`src/rtl/rr_mux_arbiter64.sv`:
```
// rr_mux_arbiter64
//   Round-robin arbiter sharing one WIDTH-bit 4:1 mux between four
//   requesters. The selected word is registered toward a single consumer
//   through a valid/ready output stage. An optional per-source lock lets the
//   last winner keep the bus for up to MAX_BURST consecutive grants.
//
// Ports
//   clk        system clock, rising edge
//   reset_n    asynchronous active-low reset
//   req[3:0]   request per source (bit i = source i)
//   lock[3:0]  source i asks to keep priority for back-to-back grants
//   inZero..inThree  source data words
//   grant[3:0] combinational one-hot; source i's word is captured this edge
//   sel[1:0]   registered index of the source whose word is in out
//   out        registered selected word
//   out_valid  out holds an unconsumed word
//   out_ready  consumer accepts out this cycle
module rr_mux_arbiter64 #(
  parameter int unsigned WIDTH     = 64,
  parameter int unsigned MAX_BURST = 4
) (
  input  logic             clk,
  input  logic             reset_n,
  input  logic [3:0]       req,
  input  logic [3:0]       lock,
  input  logic [WIDTH-1:0] inThree,
  input  logic [WIDTH-1:0] inTwo,
  input  logic [WIDTH-1:0] inOne,
  input  logic [WIDTH-1:0] inZero,
  output logic [3:0]       grant,
  output logic [1:0]       sel,
  output logic [WIDTH-1:0] out,
  output logic             out_valid,
  input  logic             out_ready
);

  localparam logic [3:0] MAXB = 4'(MAX_BURST);

  typedef enum logic {IDLE, FULL} state_t;

  state_t           state, state_nxt;
  logic [1:0]       ptr;
  logic [1:0]       last;
  logic [3:0]       burst_cnt;
  logic             can_load;
  logic             arb;
  logic             sticky;
  logic             found;
  logic [1:0]       idx;
  logic [1:0]       win;
  logic [WIDTH-1:0] win_data;

  // reset_n gates arbitration so grant drops to zero as soon as reset asserts
  assign can_load = (state == IDLE) || out_ready;
  assign arb      = reset_n && can_load && (|req);
  assign sticky   = req[last] && lock[last] && (burst_cnt < MAXB);

  // Winner: sticky last winner first, otherwise first requester from ptr
  always_comb begin
    win   = ptr;
    found = 1'b0;
    idx   = '0;
    for (int unsigned i = 0; i < 4; i++) begin
      idx = ptr + i[1:0];
      if (!found && req[idx]) begin
        win   = idx;
        found = 1'b1;
      end
    end
    if (sticky) win = last;
  end

  always_comb begin
    case (win)
      2'd0:    win_data = inZero;
      2'd1:    win_data = inOne;
      2'd2:    win_data = inTwo;
      default: win_data = inThree;
    endcase
  end

  // State register
  always_ff @(posedge clk or negedge reset_n) begin
    if (!reset_n) state <= IDLE;
    else          state <= state_nxt;
  end

  // Next-state logic
  always_comb begin
    state_nxt = state;
    if (arb)                              state_nxt = FULL;
    else if (state == FULL && out_ready)  state_nxt = IDLE;
  end

  // Output decode
  always_comb begin
    out_valid = (state == FULL);
    grant     = '0;
    if (arb) grant[win] = 1'b1;
  end

  // Capture datapath and arbitration bookkeeping
  always_ff @(posedge clk or negedge reset_n) begin
    if (!reset_n) begin
      out       <= '0;
      sel       <= '0;
      ptr       <= '0;
      last      <= '0;
      burst_cnt <= '0;
    end else if (arb) begin
      out  <= win_data;
      sel  <= win;
      ptr  <= win + 2'd1;
      last <= win;
      // A repeat win below the cap extends the burst; a new winner, or the
      // last winner re-selected by round-robin after hitting the cap, restarts at 1
      if (win == last && burst_cnt < MAXB) burst_cnt <= burst_cnt + 4'd1;
      else                                 burst_cnt <= 4'd1;
    end
  end

endmodule

```
`config.mk`:
```
export PLATFORM = sky130hd
export DESIGN_NAME = rr_mux_arbiter64
export DESIGN_NICKNAME = d
export VERILOG_FILES = /design/src/rtl/rr_mux_arbiter64.sv
export SDC_FILE = /design/constraint.sdc
export NUM_CORES = 1
export LEC_CHECK = 0
export CAP_MARGIN = 10
export CORE_AREA = 2 2 130 132
export DETAILED_ROUTE_END_ITERATION = 12
export DIE_AREA = 0 0 132 134
export GPL_TIMING_DRIVEN = 0
export MAX_ROUTING_LAYER = met4
export PLACE_DENSITY = 0.77
export SLEW_MARGIN = 20
export SYNTH_ARGS = -nofsm -noshare
export SYNTH_HDL_FRONTEND = slang
export SYNTH_SLANG_ARGS = --single-unit
export TNS_END_PERCENT = 5
```
`constraint.sdc`:
```
create_clock -name clk -period 7.1 [get_ports clk]
set_input_delay 0.71 -clock clk [delete_from_list [all_inputs] [get_ports clk]]
set_output_delay 0.71 -clock clk [all_outputs]
set_load 0.1 [all_outputs]
```
==> flow_summary.toml, run 1 <==
[die]
initial_utilization_pct = 26.1
die_h_um = 134
dieArea_um2 = 17700
num_rows = 47
die_w_um = 132
io_pins = 338
coreArea_um2 = 16300

[finish]
nets = 1131
num-fill-cells = 1594
drive_gt1_share_pct = 3.82
post-route-util_pct = 50.7
regArea_um2 = 1830
area_growth_pct = 94.0
multi_input_area_um2 = 2210

[cts]
clk_pin_slew_ns = 0.05
cts_sinks = 73
worst_skew_pair.late_latency_ns = 0.34
cts_buffers = 9
clockBufferDepth = 2
cts_tree = "built"
cts_resized = 0
cts_hold_buf = 0
cts_setup_buffers = 0
root_buffer = "clkbuf_16"
h-tree-depth = 3

[sta]
finalCriticalPeriod_ns = 6.07
fin_crit_sh_pct = 85.5
finalMaxSlewViolations = 0
worstMarginPinSlew_ns = 1.04
finalSetupViolCount = 0
tns_ns = 0
fin_skew_ns = 0.00758
timing.slew.headroom_pct = 30.4
rsz0062_at_grt = "no"
fmax_ghz = 0.165
worst_slack_ns = 1.03
finalHoldViolCount = 0

[status]
status = "complete, no violations"

[worst_setup_path]
critPathRequiredTime_ns = 6.39
critPathKind = "primary input to output port"
cp_num_buf_inv = 5
cp_max_fo = 10
r2r_slack_ns = 3.24
worstReg2RegEnd = "out[59]"
worstReg2RegStart = "ptr[1]"
cpLargestDelayFamily = "buffers and inverters"
start_kind = "primary input"
crit_arrival_ns = 5.36
crit_chain = "clkdlybuf4s50_1, nor2_2, a2111oi_4, o2bb2ai_1, a22o_1, inv_1, ha_1, clkbuf_1, clkbuf_1, and2_1, clkdlybuf4s50_1"
reg2regPathDepth = 12
critical-path-slowest-cell = "clkdlybuf4s50_1"
worst_setup_path_end_kind = "output port"
slowest_delay_ns = 1.13
crit_path_start = "req[1]"

[detailed_routing]
wl_met3_um = 1870
highest_layer = "met4"
wl_per_cell_um = 19.5
drc = 0
first_iter_violations = 592
viasPerCell = 5.26
wirelength_um = 21200
drt-pass1-iter-count = 7
ant_nets = 0
met1_length_um = 8450
vias = 5703
route.met2.wl_um = 10300

[logic_synthesis]
ys_seq_area_share_pct = 42.9
ys_top_cells_by_count = "dfrtp_1 (73), nand2_1 (73), nor2_1 (70)"
synthTopCellsByArea = "dfrtp_1 (43%), a222oi_1 (15%), a21oi_1 (8.0%)"
synth_cell_type_count = 36
yosysTopAreaCell = "dfrtp_1"
synthesis.nets = 782
async_flop_share_pct = 100
ys_seq_elements = 73
synth_warnings = 0
post_synth.cell_area_avg_um2 = 8.36
synth_edf_count = 0
synth_area_um2 = 4260
yosys_most_used_dff = "dfrtp_1"
synth_cells = 509
yosysTopAreaCellShare_pct = 42.9

[power_and_ir_drop]
p_leak_nw = 3.27
powerDensity_nw_per_um2 = 556
power_mw = 4.59
peakVddDrop_v = 0.000416

[global_routing]
grt_pass1_vias = 5726
grt_max_degree = 41
grt_antenna_before_repair = 1
grt_pass1_wl_um = 32100
grt_overflow = 0
grtUsageTotal_pct = 24.4

[place]
portBuffers = 337
dp_hpwl_um = 16600
place.gp.congestion = 0.865
pre_cts_ws_ns = 1.02

[job]
drv_cap = 0

[min_path]
hp-class = "primary input to asynchronous set/reset pin"
==> flip-flops by register name, summed over array words and instances (netlist names) <==
signal / cells
ptr: 2
burst_cnt: 4
out_valid: 1
out: 64
last: 2
==> layer usage <==
metal,up-vias,GRT usage [%]
li1,2627,-
met3,33,6.69
met5,-,-
met4,0,8.70
met1,2717,29.0
met2,326,39.7
==> final cells by class <==
cell class                      count  share of cell area, %
Sequential cell                    73                   22.1
Multi-Input combinational cell    381                   26.8
Buffer                             51                   2.44
Clock buffer                       11                   3.06
Tap cell                          220                   3.33
Clock inverter                      5                  0.940
Antenna cell                        1                 0.0303
Timing Repair Buffer              338                   41.1
Inverter                            4                  0.182
==> worst register-to-register path: stages (launching register included) <==
cell and delay, ns:
dfrtp_1 0.44, nor3b_2 0.20, a2111oi_4 0.39, o2bb2ai_1 0.12, a22o_1 0.33, inv_1 0.11, ha_1 0.20, clkbuf_1 0.69
clkbuf_1 0.72, a222oi_1 0.20, nor2_1 0.17, a21oi_1 0.08, o21ai_1 0.14
==> cells by family (layout without fill, tap and decap cells) <==
family	Yosys count	count (layout)	synth area share (%)
compound gates	210	210	33.7
fa+ha+maj	6	6	1.76
buf+inv	55	409	5.09
flops	73	73	42.9
mux	3	3	0.853
other cells	0	1	0
simple gates	162	162	15.7
==> how the worst max path moves through the flow <==
stage	to	slack, ns	cells after the start
finish	grant[1]	1.03	11
global route	grant[1]	0.89	11
CTS	grant[1]	1.01	11
detailed placement	grant[1]	1.02	11
global placement	grant[2]	0.69	5
floorplan	grant[0]	2.90	10
==> placed cells by master (no fill, tap or decap), types with 3 or more instances in the layout <==
master,count
a21oi_1,68
a222oi_1,64
and2_1,5
buf_1,8
buf_2,8
clkbuf_1,35
clkbuf_16,9
clkdlybuf4s50_1,336
dfrtp_1,73
ha_1,6
inv_1,3
nand2_1,73
nand2b_1,3
nand3_1,4
nor2_1,70
o21ai_1,65
==> power by group <==
part	total (mW)	internal, mW	switching (mW)
sequential	0.696	0.592	0.104
clock	0.504	0.326	0.179
combinational	3.39	0.960	2.43
==> through the flow <==
step	hold WS, ns	instances	cell area [um^2]
finish	0.341	1084	8250
global route	0.367	1084	8250
floorplan	0.414	509	4260
CTS	0.344	1083	8250
global placement	0.467	1066	7900
detailed placement	0.474	1067	7920
Power figures use the tool's default switching activity.
==> inputs of run 2 (changes only) <==
- ABC_CLOCK_PERIOD_IN_PS: not set -> 7100
==> results of run 2 <==
No change in the layout: final DEF, timing and power equal those of run 1.
==> inputs of run 3 (changes only) <==
- MAX_ROUTING_LAYER: met4 -> not set
==> run 3 against run 2 <==
Wire length hardly changed. Die area stayed put. Utilization is essentially flat. Critical endpoint unchanged. Design area about the same. Via count down 0.18%. Final cell count about the same. Global-route usage down 0.73 points.
==> flow_summary.toml, run 3 (same netlist as run 1, synthesis figures left out) <==
[cts]
cts_tree = "built"
h-tree-depth = 3
cts_hold_buf = 0
clockBufferDepth = 2
cts_resized = 0
cts_sinks = 73
clk_pin_slew_ns = 0.05
root_buffer = "clkbuf_16"
worst_skew_pair.late_latency_ns = 0.34
cts_buffers = 9
cts_setup_buffers = 0

[worst_setup_path]
cp_num_buf_inv = 5
start_kind = "primary input"
cpLargestDelayFamily = "buffers and inverters"
worstReg2RegStart = "ptr[1]"
slowest_delay_ns = 1.13
cp_max_fo = 10
crit_path_start = "req[1]"
crit_chain = "clkdlybuf4s50_1, nor2_2, a2111oi_4, o2bb2ai_1, a22o_1, inv_1, ha_1, clkbuf_1, clkbuf_1, and2_1, clkdlybuf4s50_1"
critPathKind = "primary input to output port"
critical-path-slowest-cell = "clkdlybuf4s50_1"
critPathRequiredTime_ns = 6.39
worst_setup_path_end_kind = "output port"
crit_arrival_ns = 5.38

[finish]
reg_top3 = "out: 64 flops, burst_cnt: 4 flops"
insertedDiodeCount = 0
largest_reg_flops = 64
post-route-util_pct = 50.7
final_cell_mix = "clkdlybuf4s50_1 (336), nand2_1 (73), dfrtp_1 (73)"
regMostFlops = "out"
stdcell_area_um2 = 8250
drive_gt1_share_pct = 3.82
nets = 1131
area_growth_pct = 93.9
final_common_cell = "clkdlybuf4s50_1"

[sta]
finalSetupViolCount = 0
worstMarginPinSlew_ns = 1.04
fin_skew_ns = 0.00743
timing.slew.headroom_pct = 30.1
finalMaxSlewViolations = 0
rsz0062_at_grt = "no"
tns_ns = 0
fmax_ghz = 0.164
fin_crit_sh_pct = 85.8
finalCriticalPeriod_ns = 6.09
timing.hold.ws_ns = 0.335
finalHoldViolCount = 0

[detailed_routing]
drc = 0
wirelength_um = 21200
vias = 5693
viasPerCell = 5.26
drt-pass1-iter-count = 9
ant_nets = 0
first_iter_violations = 521
wl_per_cell_um = 19.5

[job]
drv_cap = 0

[die]
initial_utilization_pct = 26.1
coreArea_um2 = 16300
dieArea_um2 = 17700
die_w_um = 132
die_h_um = 134
num_rows = 47
io_pins = 338

[place]
place.gp.congestion = 0.848
dp_hpwl_um = 16600
portBuffers = 337
post_dp_cell_area_um2 = 7920

[global_routing]
grt_overflow = 0
grt_pass1_vias = 5711
grt_pass1_wl_um = 32100
grtUsageTotal_pct = 23.6
grt_antenna_before_repair = 1
grt_max_degree = 41

[power_and_ir_drop]
peakVddDrop_v = 0.000421
powerDensity_nw_per_um2 = 556
p_leak_nw = 3.27
power_mw = 4.59

[status]
status = "complete, no violations"

[min_path]
hp-class = "primary input to asynchronous set/reset pin"
[run 3: cell types whose count changed in the layout (fill, tap and decap cells not counted)]
cell / before / now
diode_2: 1 / 0
[run 3: cell type report]
cell class                 count  area (um^2)
clock buffer                  11          253
buffer                        51          201
inverter                       4         15.0
fill                        1594         8040
multi-input combinational    381         2210
tap                          220          275
clock inverter                 5         77.6
timing repair buffer         338         3390
sequential                    73         1830
[run 3: path summary, 6_finish.rpt]
check                      cells after the start       end  slack (ns)
hold reg to reg                                2   out[30]        0.48
max in group asynchronous                      2   out[57]        6.17
setup reg to reg                              12   out[30]        3.21
setup / recovery                              11  grant[1]        1.01
min in group clk                               2   out[30]        0.48
hold / removal                                 1   out[28]        0.34
[run 3: metal layers]
metal	global-route usage [%]	share of wire (%)	vias up	wire (um)
li1	-	-	2625	-
met1	28.5	39	2705	8300
met2	39.8	49	323	10300
met3	7.41	9.4	38	1980
met4	8.64	2.6	2	546
met5	0	0.076	-	16
[run 3: metrics by stage]
stage               setup WS [ns]  instances
finish                       1.01       1083
global route                0.891       1083
CTS                          1.01       1083
detailed placement           1.02       1067
global placement            0.691       1066
floorplan                    2.90        509
[run 3: power breakdown]
group	internal (mW)	switching, mW	leakage [nW]
Sequential	0.592	0.104	0.926
Combinational	0.960	2.43	2.19
Clock	0.326	0.179	0.162
Total	1.88	2.71	3.27
